==> src/rtl/text_console_ctrl.sv <==
// Write-side sequencer for the 50x30 character video memory: cursor tracking, control codes, row/screen blanking.
// Define CONSOLE_TAB_EN to expand 0x09 into blank cells up to the next multiple-of-8 column.
module text_console_ctrl #(
    parameter int         COLS   = 50,
    parameter int         ROWS   = 30,
    parameter int         ADDR_W = 11,
    parameter logic [7:0] BLANK  = 8'h20
) (
    input  logic              CLK_CPU,
    input  logic              resetn,
    input  logic              char_valid,
    input  logic [7:0]        char_data,
    output logic              char_ready,
    input  logic              clear_req,
    output logic              busy,
    output logic              video_write_enable,
    output logic [7:0]        video_write_data,
    output logic [ADDR_W-1:0] video_write_addr,
    output logic [5:0]        cursor_col,
    output logic [4:0]        cursor_row
);

    // state   | meaning
    // CLR_ALL | blank every cell 0..COLS*ROWS-1, then home the cursor
    // IDLE    | accept characters / control codes, or start a pending clear
    // CLR_ROW | blank the row the cursor just moved onto
    // TAB     | blank cells and step right until col%8==0 (CONSOLE_TAB_EN only)
`ifdef CONSOLE_TAB_EN
    typedef enum logic [1:0] {CLR_ALL, IDLE, CLR_ROW, TAB} state_t;
`else
    typedef enum logic [1:0] {CLR_ALL, IDLE, CLR_ROW} state_t;
`endif

    localparam logic [ADDR_W-1:0] CELLS_LAST = ADDR_W'(COLS * ROWS - 1);
    localparam logic [ADDR_W-1:0] ROW_LAST_N = ADDR_W'(COLS - 1);
    localparam logic [ADDR_W-1:0] STRIDE     = ADDR_W'(COLS);
    localparam logic [5:0]        COL_LAST   = 6'(COLS - 1);
    localparam logic [4:0]        ROW_LAST   = 5'(ROWS - 1);

    state_t              state_q, state_d;
    logic [5:0]          col_q, col_d;
    logic [4:0]          row_q, row_d;
    logic [ADDR_W-1:0]   row_base_q, row_base_d;
    logic                clr_pend_q, clr_pend_d;
    logic [ADDR_W-1:0]   sweep_addr_q, sweep_addr_d;
    logic [ADDR_W-1:0]   sweep_left_q, sweep_left_d;
    logic                we_q, we_d;
    logic [7:0]          wdata_q, wdata_d;
    logic [ADDR_W-1:0]   waddr_q, waddr_d;
    logic [ADDR_W-1:0]   cell_addr;
    logic                adv_row;

    assign cell_addr  = row_base_q + ADDR_W'(col_q);
    assign char_ready = (state_q == IDLE) && !clear_req && !clr_pend_q;
    assign busy       = (state_q != IDLE);

    always_comb begin
        state_d      = state_q;
        col_d        = col_q;
        row_d        = row_q;
        row_base_d   = row_base_q;
        clr_pend_d   = clr_pend_q;
        sweep_addr_d = sweep_addr_q;
        sweep_left_d = sweep_left_q;
        we_d         = 1'b0;
        wdata_d      = wdata_q;
        waddr_d      = waddr_q;
        adv_row      = 1'b0;

        if (clear_req && (state_q != IDLE)) clr_pend_d = 1'b1;

        case (state_q)
            CLR_ALL: begin
                we_d         = 1'b1;
                wdata_d      = BLANK;
                waddr_d      = sweep_addr_q;
                sweep_addr_d = sweep_addr_q + ADDR_W'(1);
                sweep_left_d = sweep_left_q - ADDR_W'(1);
                if (sweep_left_q == '0) begin
                    state_d    = IDLE;
                    col_d      = '0;
                    row_d      = '0;
                    row_base_d = '0;
                    clr_pend_d = 1'b0;
                end
            end
            IDLE: begin
                if (clear_req || clr_pend_q) begin
                    state_d      = CLR_ALL;
                    clr_pend_d   = 1'b0;
                    sweep_addr_d = '0;
                    sweep_left_d = CELLS_LAST;
                end else if (char_valid) begin
                    if (char_data >= 8'h20 && char_data <= 8'h7E) begin
                        we_d    = 1'b1;
                        wdata_d = char_data;
                        waddr_d = cell_addr;
                        if (col_q == COL_LAST) begin
                            col_d   = '0;
                            adv_row = 1'b1;
                        end else begin
                            col_d = col_q + 6'd1;
                        end
                    end else if (char_data == 8'h0A) begin
                        col_d   = '0;
                        adv_row = 1'b1;
                    end else if (char_data == 8'h0D) begin
                        col_d = '0;
                    end else if (char_data == 8'h08) begin
                        if (col_q != '0) begin
                            col_d   = col_q - 6'd1;
                            we_d    = 1'b1;
                            wdata_d = BLANK;
                            waddr_d = cell_addr - ADDR_W'(1);
                        end
`ifdef CONSOLE_TAB_EN
                    end else if (char_data == 8'h09) begin
                        state_d = TAB;
`endif
                    end
                end
            end
            CLR_ROW: begin
                we_d         = 1'b1;
                wdata_d      = BLANK;
                waddr_d      = sweep_addr_q;
                sweep_addr_d = sweep_addr_q + ADDR_W'(1);
                sweep_left_d = sweep_left_q - ADDR_W'(1);
                if (sweep_left_q == '0) state_d = IDLE;
            end
`ifdef CONSOLE_TAB_EN
            TAB: begin
                we_d    = 1'b1;
                wdata_d = BLANK;
                waddr_d = cell_addr;
                if (col_q == COL_LAST) begin
                    col_d   = '0;
                    adv_row = 1'b1;
                end else begin
                    col_d = col_q + 6'd1;
                    if (col_q[2:0] == 3'd7) state_d = IDLE;
                end
            end
`endif
            default: state_d = CLR_ALL;
        endcase

        // Row wrap returns to the top without scrolling; the new row is always blanked.
        if (adv_row) begin
            if (row_q == ROW_LAST) begin
                row_d      = '0;
                row_base_d = '0;
            end else begin
                row_d      = row_q + 5'd1;
                row_base_d = row_base_q + STRIDE;
            end
            state_d      = CLR_ROW;
            sweep_addr_d = row_base_d;
            sweep_left_d = ROW_LAST_N;
        end
    end

    always_ff @(posedge CLK_CPU or negedge resetn) begin
        if (!resetn) begin
            state_q      <= CLR_ALL;
            col_q        <= '0;
            row_q        <= '0;
            row_base_q   <= '0;
            clr_pend_q   <= 1'b0;
            sweep_addr_q <= '0;
            sweep_left_q <= CELLS_LAST;
            we_q         <= 1'b0;
            wdata_q      <= '0;
            waddr_q      <= '0;
        end else begin
            state_q      <= state_d;
            col_q        <= col_d;
            row_q        <= row_d;
            row_base_q   <= row_base_d;
            clr_pend_q   <= clr_pend_d;
            sweep_addr_q <= sweep_addr_d;
            sweep_left_q <= sweep_left_d;
            we_q         <= we_d;
            wdata_q      <= wdata_d;
            waddr_q      <= waddr_d;
        end
    end

    assign video_write_enable = we_q;
    assign video_write_data   = wdata_q;
    assign video_write_addr   = waddr_q;
    assign cursor_col         = col_q;
    assign cursor_row         = row_q;

endmodule

==> config.mk <==
export PLATFORM = sky130hd
export DESIGN_NAME = text_console_ctrl
export DESIGN_NICKNAME = d
export VERILOG_FILES = /design/src/rtl/text_console_ctrl.sv
export SDC_FILE = /design/constraint.sdc
export NUM_CORES = 1
export LEC_CHECK = 0
export BUFFER_PORTS_ARGS = -buffer_cell sky130_fd_sc_hd__buf_2
export CAP_MARGIN = 20
export CORE_ASPECT_RATIO = 1.2
export CORE_MARGIN = 3
export CORE_UTILIZATION = 50
export DETAILED_ROUTE_END_ITERATION = 8
export GPL_TIMING_DRIVEN = 0
export PLACE_DENSITY = 0.8
export SETUP_SLACK_MARGIN = 0.5
export SYNTH_ARGS = -nofsm -noshare
export SYNTH_HDL_FRONTEND = slang
export SYNTH_SLANG_ARGS = --single-unit
==> constraint.sdc <==
create_clock -name CLK_CPU -period 3.65 [get_ports CLK_CPU]
set_clock_uncertainty 0.05 [all_clocks]
set_input_delay 0 -clock CLK_CPU [delete_from_list [all_inputs] [get_ports CLK_CPU]]
set_output_delay 0 -clock CLK_CPU [all_outputs]
set_load 0.03 [all_outputs]
==> results.yml <==
run_status:
  outcome: "finished, final reports clean"
floorplanning:
  dieArea_um2: 9710
  initial_core_util_pct: 51.9
  die_width_um: 90.5
  rows: 36
  dieHeight_um: 107
  ioPinCount: 45
  fp.coreArea_um2: 8240
route:
  first_pass_iters: 7
  drc: 0
  dr.first_iter.drc_count: 331
  finalWirelength_um: 11500
  wl_per_cell_um: 17.0
  vias: 4083
  postRouteAntennaNets: 0
  viasPerCell: 6.04
clock_network:
  clockRootBuffer: "clkbuf_8"
  htreeDepth: 3
  clkTransAtPathRegs_ns: 0.08
  clk_latency_ns: 0.36
  cts_buffers: 9
  post_cts_buffers: 0
  clockBufferDepth: 2
  cts_tree: "done"
  clock_sinks: 67
logic_synthesis:
  ys_types: 67
  synth-seq-cells: 67
  async_flop_share_pct: 100
  ys.flop_type: "dfrtp_1"
  synth_nets: 520
  synth_seq_area_share_pct: 39.4
  synth_cells: 491
  synth_area_um2: 4280
  synth_warnings: 0
  syn_avg_cell_area_um2: 8.72
  synth_edf_count: 0
global_route:
  grt_overflow_total: 0
  grt_first_pass_wirelength_um: 19200
  grt_antenna_before_repair: 0
  grt_util_all_layers_pct: 24.6
  grt_max_degree: 68
  grt_pass1_vias: 3984
finish:
  area_growth_syn_to_layout_pct: 16.2
  drive_gt1_share_pct: 16.5
  diodes: 0
  regArea_um2: 1690
  multi_input_comb_area_um2: 2430
  final_nets: 586
  stdcell_area_um2: 4970
  instances_no_fill: 676
  fillerInstances: 716
worst_hold_path:
  hold_path_class: "primary input to asynchronous set/reset pin"
worst_setup_path:
  crit_type: "flop to flop"
  reg2regPathDepth: 9
  arrival_ns: 3.19
  end_kind: "flop"
  cp_max_fo: 9
  required_ns: 3.81
  crit_path_start_kind: "flop"
place:
  place_inst: 649
  portBuffers: 44
  hpwl_um: 8240
  place_area_um2: 4650
  gp_congestion: 0.939
timing:
  timing.setup.tns_ns: 0
  tightest_slew_ns: 0.859
  maxSlewHeadroom_pct: 42.7
  min_period_ns: 3.02
  slew_violations: 0
  fmax_ghz: 0.331
  rsz0062_at_grt: "no"
  period_share_pct: 82.8
  hold_violations: 0
  setup_violations: 0
flow_run:
  cap_violations: 0
power_and_ir_drop:
  p_per_area_nw_per_um2: 471
  ir_drop_mv: 0.210
  p_leak_nw: 2.20
layer usage:
metal,wire [um],track usage (%),up-vias
met4,380,12.5,0
li1,-,-,1900
met3,830,4.06,31
met1,4690,30.2,1968
met5,0,0,-
met2,5610,41.9,184
cells in the mapped netlist (12+ instances only):
cell | number | area share (%)
nand2_1 | 58 | 5.1
o21ai_0 | 37 | 4.3
ha_1 | 16 | 4.7
nor3_1 | 13 | 1.5
a21oi_1 | 12 | 1.4
inv_1 | 23 | 2.0
xnor2_1 | 21 | 4.3
nand3_1 | 24 | 2.8
xor2_1 | 15 | 3.1
nor2_1 | 51 | 4.5
dfrtp_1 | 59 | 34
clkbuf_1 | 16 | 1.4
registers in the layout, indices dropped and copies added (netlist names):
signal	flops
cursor_col	6
state_q	2
sweep_left_q	11
video_write_data	8
clr_pend_q	1
cursor_row	5
row_base_q	11
video_write_addr	11
video_write_enable	1
sweep_addr_q	11
layout by cell type, fill, tap and decap left out, types with 7 or more instances in the layout:
master and n:
nand2_1 58, dfrtp_1 58, nor2_1 51, buf_2 47
o21ai_0 35, nand3_1 24, inv_1 23, xnor2_1 21
clkbuf_1 17, ha_1 16, xor2_1 15, a21oi_1 11
dlygate4sd3_1 11, nor3_1 9, clkbuf_8 9, o221ai_1 8
dfstp_2 8, nand4_1 7, and3_1 7
metrics by stage:
stage / power (mW) / util, % / hold slack, ns / worst slack, ns
after CTS: 2.34 / 60.1 / 0.284 / 0.565
final: 2.34 / 60.3 / 0.232 / 0.626
after global placement: 1.68 / 56.3 / 0.196 / 0.557
after global routing: 2.47 / 60.3 / 0.328 / 0.506
after floorplan: 1.51 / - / -0.346 / 0.693
after detailed placement: 1.71 / 56.4 / 0.114 / 0.499
critical path: stages, from the launching register on:
cell,delay (ns)
dfrtp_2,0.48
ha_1,0.28
fa_1,0.45
a211o_1,0.37
a31o_2,0.27
or3b_2,0.44
o2111ai_1,0.15
nor3_1,0.11
xnor2_1,0.17
o221ai_1,0.12
layout make-up:
| cell class | instances | share of cell area [%] |
|---|---|---|
| timing repair buffer | 55 | 6.69 |
| clock inverter | 6 | 1.31 |
| sequential | 67 | 33.9 |
| buffer | 23 | 1.99 |
| tap | 114 | 2.87 |
| clock buffer | 10 | 2.57 |
| inverter | 23 | 1.74 |
| multi-input combinational | 378 | 48.9 |
cells by family (layout without fill, tap and decap cells):
| group | count (synthesis) | after routing | share of synthesized area, % |
|---|---|---|---|
| buffers and inverters | 46 | 117 | 4.33 |
| XOR/XNOR | 36 | 36 | 7.37 |
| flip-flops | 67 | 67 | 39.4 |
| AND/OR/NAND/NOR | 195 | 195 | 21.8 |
| adder cells (fa/ha/maj) | 17 | 17 | 5.14 |
| AO/OA/AOI/OAI | 127 | 127 | 21.2 |
| multiplexers | 3 | 3 | 0.731 |
power by group:
part	switching (mW)	total, mW	internal, mW
logic	0.345	0.593	0.249
clock network	0.311	0.628	0.317
registers	0.173	1.12	0.947
worst paths after layout:
path | startpoint | to | slack (ns)
worst max-delay path | cursor_col[0] | video_write_addr[9] | 0.63
worst min-delay path | resetn | video_write_data[1] | 0.23
worst max register to register | cursor_col[0] | video_write_addr[9] | 0.63
worst min register to register | video_write_data[5] | video_write_data[5] | 0.45
max in group asynchronous | resetn | cursor_col[0] | 2.72
min in group CLK_CPU | clear_req | clr_pend_q | 0.39
repair_timing:
item | in CTS | in global routing
resized for setup | 1 | 8
endpoints found under the hold margin | 67 | 0
hold buffers | 11 | 0
setup endpoints to repair | 1 | 29
(Power assumes the default switching activity.)
